`config.mk`:
```
export PLATFORM = sky130hd
export DESIGN_NAME = ifu_line_fetcher
export DESIGN_NICKNAME = d
export VERILOG_FILES = /design/src/rtl/ifu_line_fetcher.sv
export SDC_FILE = /design/constraint.sdc
export NUM_CORES = 1
export LEC_CHECK = 0
export BUFFER_PORTS_ARGS = -buffer_cell sky130_fd_sc_hd__buf_4
export CORE_MARGIN = 4
export CORE_UTILIZATION = 51
export CTS_CLUSTER_SIZE = 25
export DETAILED_ROUTE_END_ITERATION = 10
export GPL_TIMING_DRIVEN = 0
export PLACE_DENSITY = 0.81
export SYNTH_ARGS = -nofsm -noshare
export SYNTH_HDL_FRONTEND = slang
export SYNTH_SLANG_ARGS = --single-unit
```
`constraint.sdc`:
```
create_clock -name clk -period 7.33 [get_ports clk]
set_clock_uncertainty 0.2 [all_clocks]
set_input_delay 0.3665 -clock clk [delete_from_list [all_inputs] [get_ports clk]]
set_output_delay 0.3665 -clock clk [all_outputs]
set_load 0.02 [all_outputs]
```
`src/rtl/ifu_line_fetcher.sv`:
```
// Instruction-fetch refill engine: uncached word, per-word line fill or burst line fill over AXI4 read.
// Optional critical-word-first / early restart under `define IFU_CRITICAL_WORD_FIRST_EN.
module ifu_line_fetcher #(
    parameter int LINE_WORDS = 4,
    parameter int ID_W       = 4,
    parameter int AXI_ID     = 0
) (
    input  logic                     clk,
    input  logic                     rst,
    input  logic                     req_valid,
    output logic                     req_ready,
    input  logic [31:0]              req_addr,
    input  logic                     req_cacheable,
    input  logic                     req_burst,
    output logic                     resp_valid,
    output logic [31:0]              resp_inst,
    output logic                     resp_err,
    output logic                     line_valid,
    output logic [31:0]              line_addr,
    output logic [32*LINE_WORDS-1:0] line_data,
    output logic                     arvalid,
    input  logic                     arready,
    output logic [31:0]              araddr,
    output logic [7:0]               arlen,
    output logic [2:0]               arsize,
    output logic [1:0]               arburst,
    output logic [ID_W-1:0]          arid,
    input  logic                     rvalid,
    output logic                     rready,
    input  logic [31:0]              rdata,
    input  logic [1:0]               rresp,
    input  logic                     rlast
);

`ifdef IFU_CRITICAL_WORD_FIRST_EN
    localparam bit CWF = 1'b1;
`else
    localparam bit CWF = 1'b0;
`endif

    localparam bit              MULTI     = (LINE_WORDS > 1);
    localparam int              IDX_W     = MULTI ? $clog2(LINE_WORDS) : 1;
    localparam int              CNT_W     = $clog2(LINE_WORDS) + 1;
    localparam logic [CNT_W-1:0] CNT_LAST = CNT_W'(LINE_WORDS - 1);
    localparam logic [CNT_W-1:0] CNT_FULL = CNT_W'(LINE_WORDS);
    localparam logic [31:0]     LINE_MASK = ~(32'(LINE_WORDS * 4) - 32'd1);
    localparam logic [1:0]      BURST_FIXED = 2'b00;
    localparam logic [1:0]      BURST_INCR  = 2'b01;
    localparam logic [1:0]      BURST_WRAP  = 2'b10;

    typedef enum logic [2:0] {
        IDLE, S_AR, S_R, L_AR, L_R, B_AR, B_R, DONE
    } state_t;

    state_t                    r_state;
    state_t                    w_state_nxt;
    logic [31:2]               r_addr;
    logic                      r_cacheable;
    logic [CNT_W-1:0]          r_cnt;
    logic                      r_err;
    logic [31:0]               r_inst;
    logic [32*LINE_WORDS-1:0]  r_line;

    logic [31:0]               w_base;
    logic [IDX_W-1:0]          w_start;
    logic [IDX_W-1:0]          w_idx;
    logic [31:0]               w_crit_word;
    logic                      w_unused_addr;

    assign w_unused_addr = &{1'b0, req_addr[1:0]};
    assign w_base        = {r_addr, 2'b00} & LINE_MASK;
    assign w_start       = MULTI ? r_addr[IDX_W+1:2] : '0;
    // With critical-word-first the beat counter is an offset from the requested word.
    assign w_idx         = !MULTI ? '0 :
                           CWF    ? IDX_W'(w_start + r_cnt[IDX_W-1:0]) : r_cnt[IDX_W-1:0];

    always_comb begin
        w_crit_word = '0;
        for (int i = 0; i < LINE_WORDS; i++) begin
            if (w_start == IDX_W'(i)) w_crit_word = r_line[32*i +: 32];
        end
    end

    assign req_ready = (r_state == IDLE) && !rst;
    assign arsize    = 3'b010;
    assign arid      = ID_W'(AXI_ID);
    assign line_addr = w_base;
    assign line_data = r_line;

    always_ff @(posedge clk or posedge rst) begin
        if (rst) r_state <= IDLE;
        else     r_state <= w_state_nxt;
    end

    always_comb begin
        w_state_nxt = r_state;
        arvalid     = 1'b0;
        araddr      = '0;
        arlen       = '0;
        arburst     = BURST_FIXED;
        rready      = 1'b0;
        resp_valid  = 1'b0;
        resp_inst   = '0;
        resp_err    = 1'b0;
        line_valid  = 1'b0;
        case (r_state)
            IDLE: begin
                if (req_valid)
                    w_state_nxt = !req_cacheable ? S_AR : (req_burst ? B_AR : L_AR);
            end
            S_AR: begin
                arvalid = 1'b1;
                araddr  = {r_addr, 2'b00};
                if (arready) w_state_nxt = S_R;
            end
            S_R: begin
                rready = 1'b1;
                if (rvalid) w_state_nxt = DONE;
            end
            L_AR: begin
                arvalid = 1'b1;
                araddr  = w_base | {{(30-IDX_W){1'b0}}, w_idx, 2'b00};
                arburst = BURST_INCR;
                if (arready) w_state_nxt = L_R;
            end
            L_R: begin
                rready = 1'b1;
                if (rvalid) w_state_nxt = (r_cnt == CNT_LAST) ? DONE : L_AR;
                if (CWF && rvalid && r_cnt == '0) begin
                    resp_valid = 1'b1;
                    resp_inst  = rdata;
                    resp_err   = |rresp;
                end
            end
            B_AR: begin
                arvalid = 1'b1;
                araddr  = CWF ? {r_addr, 2'b00} : w_base;
                arlen   = 8'(LINE_WORDS - 1);
                arburst = (CWF && MULTI) ? BURST_WRAP : BURST_INCR;
                if (arready) w_state_nxt = B_R;
            end
            B_R: begin
                rready = 1'b1;
                if (rvalid && rlast) w_state_nxt = DONE;
                if (CWF && rvalid && r_cnt == '0) begin
                    resp_valid = 1'b1;
                    resp_inst  = rdata;
                    resp_err   = |rresp;
                end
            end
            DONE: begin
                w_state_nxt = IDLE;
                resp_valid  = !(CWF && r_cacheable);
                resp_inst   = r_cacheable ? w_crit_word : r_inst;
                resp_err    = r_err;
                line_valid  = r_cacheable && !r_err;
            end
            default: w_state_nxt = IDLE;
        endcase
    end

    always_ff @(posedge clk or posedge rst) begin
        if (rst) begin
            r_addr      <= '0;
            r_cacheable <= 1'b0;
            r_cnt       <= '0;
            r_err       <= 1'b0;
            r_inst      <= '0;
            r_line      <= '0;
        end else begin
            case (r_state)
                IDLE: begin
                    if (req_valid) begin
                        r_addr      <= req_addr[31:2];
                        r_cacheable <= req_cacheable;
                    end
                end
                S_R: begin
                    if (rvalid) begin
                        r_inst <= rdata;
                        r_err  <= |rresp;
                    end
                end
                L_R: begin
                    if (rvalid) begin
                        for (int i = 0; i < LINE_WORDS; i++) begin
                            if (w_idx == IDX_W'(i)) r_line[32*i +: 32] <= rdata;
                        end
                        r_err <= r_err | (|rresp);
                        if (r_cnt != CNT_LAST) r_cnt <= r_cnt + 1'b1;
                    end
                end
                B_R: begin
                    if (rvalid) begin
                        // Surplus beats are discarded; a short burst is flagged on its rlast.
                        if (r_cnt < CNT_FULL) begin
                            for (int i = 0; i < LINE_WORDS; i++) begin
                                if (w_idx == IDX_W'(i)) r_line[32*i +: 32] <= rdata;
                            end
                            r_cnt <= r_cnt + 1'b1;
                        end
                        r_err <= r_err | (|rresp) | (r_cnt >= CNT_FULL) |
                                 (rlast && r_cnt != CNT_LAST);
                    end
                end
                DONE: begin
                    r_cnt <= '0;
                    r_err <= 1'b0;
                end
                default: ;
            endcase
        end
    end

endmodule
```
==> impl_summary.md, run 1 <==
Synth
Of the post-synthesis cell area, the dominant cell type holds 0.516. Counting every instance in the synthesized netlist gives 678. Ranked by total cell area, the synthesized netlist is headed by sky130_fd_sc_hd__dfrtp_1 52%, sky130_fd_sc_hd__mux2_2 21%, sky130_fd_sc_hd__mux4_2 7.5%.

The area of the mapped netlist is 9590 um2. By area, the combinational part of the netlist is dominated by multiplexers. In this run, synthesis produced a sequential element count of 198. Of the total synthesized cell area, the portion taken by AND, OR, NAND and NOR gates is 0.0503. The compound-cell area share of the yosys netlist is 0.0115. After synthesis, the share of cell area in mux cells is 0.340. Yosys mapped the design onto 38 distinct sky130hd cell types. The top cell type by total area after synthesis is sky130_fd_sc_hd__dfrtp_1. The post-synthesis sequential area ratio is 0.516. The area share of xor/xnor cells in the synthesized design is 0.000913. The most instantiated flip-flop cell in the synthesis netlist is sky130_fd_sc_hd__dfrtp_1. The proportion of register bits with asynchronous set or reset after synthesis is 1.00. The count of warnings emitted by yosys is 0. Of the total synthesized cell area, the portion taken by full adders, half adders and majority gates is 0.00652. Yosys mapped a number of flops with a built-in enable equal to 0. Averaged over all synthesized cells, the footprint is 14.2 um2.

Place
The half-perimeter wire length after detailed placement is 18.8 mm. The placer's final routability congestion estimate is 0.836. The number of input and output port buffers inserted is 298. The cell total after placement is 1,224.

Timing
The final setup violation count is 0. Static timing analysis puts the maximum clock frequency at 0.335 GHz. Of the available clock period, the critical path in the final layout requires 0.408. The worst slew slack as a fraction of its limit is 0.517. For the pin with the worst max-slew slack, the measured transition is 0.725 ns. The final-report max-slew violation count was 0. Setup repair after global routing left no endpoint under its margin.

The number of failing hold endpoints at the final stage is 0. The worst path in the final design needs a cycle of 2.99 ns, including I/O delays and setup.

Global routing
The via count of the first global-routing pass was 7,572. Global routing finished with a remaining overflow of 0. The total global routing track utilization is 0.259. The number of antenna violations at the first check in global routing came to 3.

The first global-routing pass estimated 43.4 mm of wire. Entering global routing, the biggest net connects 110 pins.

Cells and area
Once layout is complete, the cells apart from fillers number 1,320. For this run, the share of the core covered by cells in the final layout is 0.739. The library cell used most frequently in the layout, excluding fill and tap cells, is sky130_fd_sc_hd__buf_4.

The library cells used most frequently in the layout, excluding fill and tap cells, are 353 x sky130_fd_sc_hd__buf_4, 198 x sky130_fd_sc_hd__dfrtp_1, 179 x sky130_fd_sc_hd__mux2_2. In the final design database the tool counted 1,155 nets. The layout-stage area growth over the synthesis result is 40.3%. The share of layout cells above drive strength 1 is 0.580.

Die
The initialized floorplan defines 49 standard-cell rows. The width of the die is 145 um. The starting density of the core is 0.527. The area enclosed by the die boundary is 21,100 um2. The I/O pin total is 321. The core footprint is 18,200 um2. The die height is 145 um.

Worst setup path
The endpoint kind of the worst setup timing path is an output pin. Data on the critical path arrives at its endpoint at 2.42 ns. In this run the worst path has a maximum fanout of 10. STA classifies the critical path startpoint as a register. Data on the critical path is required at its endpoint by 6.76 ns. The kind of critical path is register to output pin.

Clock tree
The sink count of the clock tree is 198. The buffer cell driving the clock tree root is sky130_fd_sc_hd__clkbuf_16. TritonCTS built the clock tree. The number of H-tree branching levels is 4.

After clock tree synthesis, the clock-pin slew on the worst setup and hold paths is 0.07 ns. The later pin in the worst-skew pair is clocked with a latency of 0.42 ns. The number of CTS-inserted buffers is 17.

The clock passes through at most 2 buffers.

Detailed routing
After detailed routing, the average wire length per cell comes to 20.8 um. The number of nets with antenna violations after detailed routing is 0. The first TritonRoute pass finished after 5 iterations. For this run, design rule violations remaining after detail routing come to 0.

The detailed router finished its first iteration with 337 violations. After detailed routing, the total wire length is 27.5 mm. The via total after detailed routing is 7,054. In the routed layout, each cell is associated on average with a via count of 5.34.

Power and ir drop
For this design the static power due to leakage is 6.63 nW. The maximum ir drop on the vdd rail is 0.000291 V. The areal power density over the cells is 496 nW/um2.

Run
The tool flagged a number of max-cap violations equal to 0.

Min path
The worst hold path class is input pin to register.

Run status
The flow ran to the end, and the final reports show no timing, DRC or antenna violations.
final cells by class:
class	count	area, um2
Fill cell	1211	4740
Inverter	10	45.0
Tap cell	229	287
Clock buffer	17	425
Clock inverter	14	190
Sequential cell	198	4950
Timing Repair Buffer	361	2890
Buffer	94	666
Antenna cell	3	7.51
Multi-Input combinational cell	394	4000
layer usage:
layer	vias up	track usage	wire length, um
li1	3164	-	-
met1	3541	0.323	11100
met2	285	0.431	13400
met3	64	0.0645	2020
met4	0	0.116	994
met5	-	0	0
through the flow:
stage | worst slack, ns | setup TNS (ns) | area [um2] | hold WS, ns | total power (W)
5_1_grt | 4.22 | 0 | 13500 | 0.00549 | 0.00702
2_1_floorplan | 1.37 | 0 | 9660 | 0.257 | 0.00426
3_3_place_gp | -0.968 | -188.57 | 12200 | 0.273 | 0.00558
6_report | 4.34 | 0 | 13500 | 0.0181 | 0.00667
3_5_place_dp | 4.83 | 0 | 12200 | 0.274 | 0.00566
4_1_cts | 4.34 | 0 | 13500 | 0.00137 | 0.00668
repair_timing:
item	4_1_cts	5_1_grt
buffers inserted	0	0
hold buffers	62	0
endpoints found under the hold margin	216	0
gates resized for setup	0	0
power breakdown:
group | switching, W | internal, W
clock | 0.000439 | 0.000547
sequential | 0.000411 | 0.00164
combinational | 0.00182 | 0.00182
synthesized netlist by cell type (all sizes together) (3+ instances only):
cell type / count
clkbuf: 12
ha: 5
o21ai: 3
inv: 10
a21oi: 3
nand2: 11
mux4: 32
mux2i: 37
dfrtp: 198
buf: 82
and3: 29
nor2: 40
mux2: 193
logic make-up (layout without fill, tap and decap cells):
kind of cell | after synthesis | in the layout
AND/OR/NAND/NOR | 90 | 90
adder cells (fa/ha/maj) | 5 | 5
buffers and inverters | 104 | 496
XOR/XNOR | 1 | 1
AO/OA/AOI/OAI | 16 | 16
other | 2 | 23
multiplexers | 262 | 262
flip-flops | 198 | 198
critical path, stage by stage (launching register included):
cell and delay (ns):
sky130_fd_sc_hd__dfrtp_1 0.35, sky130_fd_sc_hd__buf_2 0.17, sky130_fd_sc_hd__buf_2 0.19, sky130_fd_sc_hd__nand2_1 0.10, sky130_fd_sc_hd__clkbuf_1 0.39, sky130_fd_sc_hd__clkbuf_1 0.39, sky130_fd_sc_hd__and3_1 0.25, sky130_fd_sc_hd__buf_4 0.15
registers in the layout, indices dropped and copies added, names as in the netlist:
| register | flops |
|---|---|
| r_inst | 32 |
| r_addr | 30 |
| line_data | 128 |
| r_state | 3 |
| r_cnt | 3 |
| r_cacheable | 1 |
| r_err | 1 |
final timing paths:
| path | slack [ns] | depth (start not counted) | endpoint | startpoint |
|---|---|---|---|---|
| max reg2reg | 5.26 | 6 | r_cnt[2] | r_cnt[0] |
| min | 0.02 | 2 | line_data[35] | rdata[3] |
| min in group asynchronous | 0.38 | 3 | r_cacheable | rst |
| max | 4.34 | 7 | araddr[12] | r_state[2] |
| min reg2reg | 0.29 | 1 | r_inst[10] | r_inst[10] |
| max in group asynchronous | 5.60 | 4 | line_data[95] | rst |
Power figures use the tool's default switching activity.
==> run 2: changes to the inputs <==
--- a/config.mk
+++ b/config.mk
@@ -5,13 +5,14 @@
 export SDC_FILE = /design/constraint.sdc
 export NUM_CORES = 1
 export LEC_CHECK = 0
+export ABC_AREA = 1
 export BUFFER_PORTS_ARGS = -buffer_cell sky130_fd_sc_hd__buf_4
 export CORE_MARGIN = 4
 export CORE_UTILIZATION = 51
 export CTS_CLUSTER_SIZE = 25
 export DETAILED_ROUTE_END_ITERATION = 10
 export GPL_TIMING_DRIVEN = 0
-export PLACE_DENSITY = 0.81
+export PLACE_DENSITY = 0.8
 export SYNTH_ARGS = -nofsm -noshare
 export SYNTH_HDL_FRONTEND = slang
 export SYNTH_SLANG_ARGS = --single-unit
==> constraint.sdc (replaced) <==
create_clock -name clk -period 2.9 [get_ports clk]
set_clock_uncertainty 0.2 [all_clocks]
set_input_delay 0.145 -clock clk [delete_from_list [all_inputs] [get_ports clk]]
set_output_delay 0.145 -clock clk [all_outputs]
set_load 0.02 [all_outputs]
==> run 2 against run 1 <==
- utilization about the same
- first-iteration DRC count increased to 2.7 times the previous value
- non-clock buffer count increased by 40
- final cell count increased by 54%
- die area increased by 3.1%
- critical path depth decreased by 2
- synthesized cell count increased by 99%
- sequential power increased by 140%
- largest power group unchanged
- highest routed layer unchanged
==> impl_summary.md, run 2 <==
Power and ir drop
The areal power density over the cells is 1140 nW/um2. The internal portion of the total power is 0.00849 W. The net switching power figure is 0.00740 W.

The cell leakage power is 7.91 nW. Of the total power, registers draw 0.313. Across the VDD grid, the largest voltage drop is 0.000698 V. The share of total power consumed by net switching is 0.466. Of the total power, the clock network draws 0.147. The relative contribution of combinational cells to total power is 0.540.

Detailed routing
After detailed routing, the number of remaining DRC violations is 0. The first detailed-routing pass ran for 6 iterations. The detail-routed net length per standard cell is 17.2 um.

The detailed router placed 10,400 vias in this run. The detail-routed via count per cell is 5.11. The detailed-route wire length is 35.0 mm. In this run the remaining antenna-violating nets after routing total 0. The number of violations reported at the end of detailed-routing iteration 0 is 910.

Clock tree
The CTS tree is built. In this run the post-CTS setup repair buffer count came out at 0. The number of H-tree branching levels is 4. For this design, the sink count on the clock tree is 198. The clock-pin slew on the worst setup and hold paths is 0.07 ns. TritonCTS created 17 clock buffers. For the worst-skew pair, the clock arrives at the later sink with an insertion delay of 0.43 ns. The maximum buffer depth of the clock tree is 2. The cell sitting at the root of the clock tree is a sky130_fd_sc_hd__clkbuf_16.

Global routing
The first global-routing pass estimated 54.5 mm of wire. The total global routing track utilization is 0.319. The via count of the first global-routing pass is 10,100. The number of antenna violations at the first check in global routing is 0. The overflow left after global routing is 0. The pin count of the biggest net entering global routing is 42.

Cells and area
The share of layout cells above drive strength 1 is 0.253. The final cell count without fillers is 2,037. Compared with the post-synthesis result, the final layout area differs by 41.0%. In the layout the commonest cells are 581 x sky130_fd_sc_hd__nand2_1, 347 x sky130_fd_sc_hd__buf_4, 198 x sky130_fd_sc_hd__dfrtp_1. The most frequent standard cell in the layout excluding fill and tap cells is sky130_fd_sc_hd__nand2_1. The register with the most flip-flops in the layout has 128 of them. The count of antenna diodes in the layout is 0. The final net count is 1,843. The number of inserted filler cells in the final layout is 1,442.

Timing
The measured slew at the worst slew-check pin is 0.920 ns. Of the available clock period, the critical path in the final layout requires 0.969. The worst slew slack as a fraction of its limit is 0.386. The final setup violation count is 0. Setup repair after global routing left no endpoint under its margin.

Derived from the worst setup path, the maximum achievable clock frequency is 0.356 GHz. The tightest hold path in the finished design has a slack of 0.0184 ns. The number of failing hold endpoints at the final stage is 0. The minimum period implied by the final worst setup slack is 2.81 ns. The final-report max-slew violation count is 0.

Synth
The number of different library cells used by synthesis comes to 22. sky130_fd_sc_hd__dfrtp_1 takes more of the synthesized area than any other cell. Sorting the synthesized cells by area gives the leading types as sky130_fd_sc_hd__dfrtp_1 50%, sky130_fd_sc_hd__nand2_1 22%, sky130_fd_sc_hd__inv_1 4.8%. The most common cell in the synthesized netlist is sky130_fd_sc_hd__nand2_1. The synthesized area divided by synthesized cell count is 7.33 um2. The cell area that synthesis handed to floorplanning was 9910 um2. The most instantiated flip-flop cell in the synthesis netlist is sky130_fd_sc_hd__dfrtp_1.

The share of Yosys cell area claimed by the top area cell type is 0.500. The number of instances in the synthesized netlist is 1,352. The share of the Yosys chip area taken by registers is 0.500. In this run, synthesis inferred 0 flip-flops with an integrated enable. In the synthesized netlist the async set-or-reset flop fraction comes to 1.00. Yosys printed 0 warnings. By count the netlist is led by 581 x sky130_fd_sc_hd__nand2_1, 198 x sky130_fd_sc_hd__dfrtp_1, 126 x sky130_fd_sc_hd__inv_1.

The post-synthesis sequential element count is 198.

Run
The number of violations of the max-capacitance limit is 0.

Worst setup path
At the worst endpoint, the arrival time is 2.47 ns. The count of cells along the worst register-to-register path is 10. Of all nets on the critical path, the largest fanout is 10.

The origin of the worst setup path is r_addr[3]. The worst setup path is of the register to output pin kind. For the worst setup path, the data required time is 2.56 ns. The worst setup path is captured at an output pin. In this run the critical register-to-register path is launched from r_cnt[0].

The critical path ends at resp_inst[30]. The worst-case register-to-register setup slack is 0.18 ns. The nature of the critical path startpoint is a register. The capture instance of the worst register-to-register path is r_state[2].

Place
Detailed placement finished with a half-perimeter wire length of 24.9 mm. The congestion estimate from routability-driven global placement came to 0.921. The cell total after placement is 1,933. The number of input and output port buffers inserted is 298.

Die
The die height is 147 um. The core footprint is 18,900 um2. The starting density of the core is 0.524. In this run the horizontal extent of the chip is 147 um.

In this run the core area contains 50 standard-cell rows. 321 I/O pins were placed. The area enclosed by the die boundary is 21,700 um2.

Run status
The run finished with clean final reports.

Min path
The worst hold path class is input pin to register.
[run 2: cell count changes in the layout (fill, tap and decap cells not counted), moves of 22 or more]
cell,previous run,this run
sky130_fd_sc_hd__nand3_1,1,60
sky130_fd_sc_hd__and3_1,29,0
sky130_fd_sc_hd__nand2_1,7,581
sky130_fd_sc_hd__mux2_2,179,0
sky130_fd_sc_hd__buf_2,13,35
sky130_fd_sc_hd__a21oi_1,3,56
sky130_fd_sc_hd__mux2i_1,37,0
sky130_fd_sc_hd__nor2_1,40,93
sky130_fd_sc_hd__inv_1,8,124
sky130_fd_sc_hd__mux4_2,32,0
sky130_fd_sc_hd__o21ai_0,3,68
[run 2: worst max-delay path: stages, from the launching register on]
cell,delay [ns]
sky130_fd_sc_hd__dfrtp_1,0.54
sky130_fd_sc_hd__inv_1,0.16
sky130_fd_sc_hd__clkbuf_1,0.54
sky130_fd_sc_hd__o211ai_1,0.23
sky130_fd_sc_hd__a21oi_1,0.34
sky130_fd_sc_hd__buf_4,0.22
[run 2: what timing repair did]
item                                    4_1_cts  5_1_grt
gates cloned                                  0        0
hold buffers                                 73        0
endpoints found under the setup margin       21       21
hold endpoints to repair                    236        0
pin swaps                                     0        0
gates resized for setup                       7       11
[run 2: logic make-up after synthesis]
group | Yosys count | synth area share
AND/OR/NAND/NOR | 760 | 0.302
buffers and inverters | 247 | 0.116
flip-flops | 198 | 0.500
AO/OA/AOI/OAI | 140 | 0.0745
adder cells (fa/ha/maj) | 5 | 0.00631
other | 2 | 0.000758
[run 2: final cells by class]
class	instances	area [um2]	share of cell area
well taps	260	325	0.0233
multi-input cells	925	3880	0.278
plain buffers	119	686	0.0491
clock inverters	14	140	0.0100
flip-flops and latches	198	4950	0.355
inverters	127	480	0.0344
repair buffers	376	3070	0.220
clock buffers	18	429	0.0307
[run 2: how the worst min path moves through the flow]
stage,start,endpoint,slack [ns],depth (start not counted)
2_1_floorplan,rdata[6],line_data[102],0.06,2
3_3_place_gp,rdata[4],line_data[36],0.19,3
3_5_place_dp,rst,r_addr[19],0.18,2
4_1_cts,req_valid,r_addr[25],0.001,4
5_1_grt,req_valid,r_addr[25],0.06,4
6_report,req_valid,r_state[1],0.02,8
[run 2: layer usage]
metal  global-route usage  routed length, um  up-vias
met3               0.0855               3570       92
met2                0.526              16700      556
met1                0.402              13400     4868
met5                    0                  0        -
li1                     -                  -     4897
met4                0.128               1300        0
[run 2: metrics by stage]
stage,total power (W),setup slack [ns],utilization,TNS (ns),area [um2]
floorplan,0.00968,-0.00536,-,-1.06,9980
global placement,0.0131,-1.26,0.664,-246.86,12500
detailed placement,0.0133,0.268,0.669,0,12600
CTS,0.0158,0.00293,0.738,0,14000
global route,0.0169,0.0101,0.739,0,14000
finish,0.0159,0.0895,0.739,0,14000
[run 2: power groups by stage]
stage	sequential [W]	clock [W]	combinational, W
CTS	0.00492	0.00235	0.00854
detailed placement	0.00496	0	0.00837
finish	0.00497	0.00234	0.00858
global placement	0.00492	0	0.00819
floorplan	0.00572	0	0.00396
global route	0.00513	0.00248	0.00930
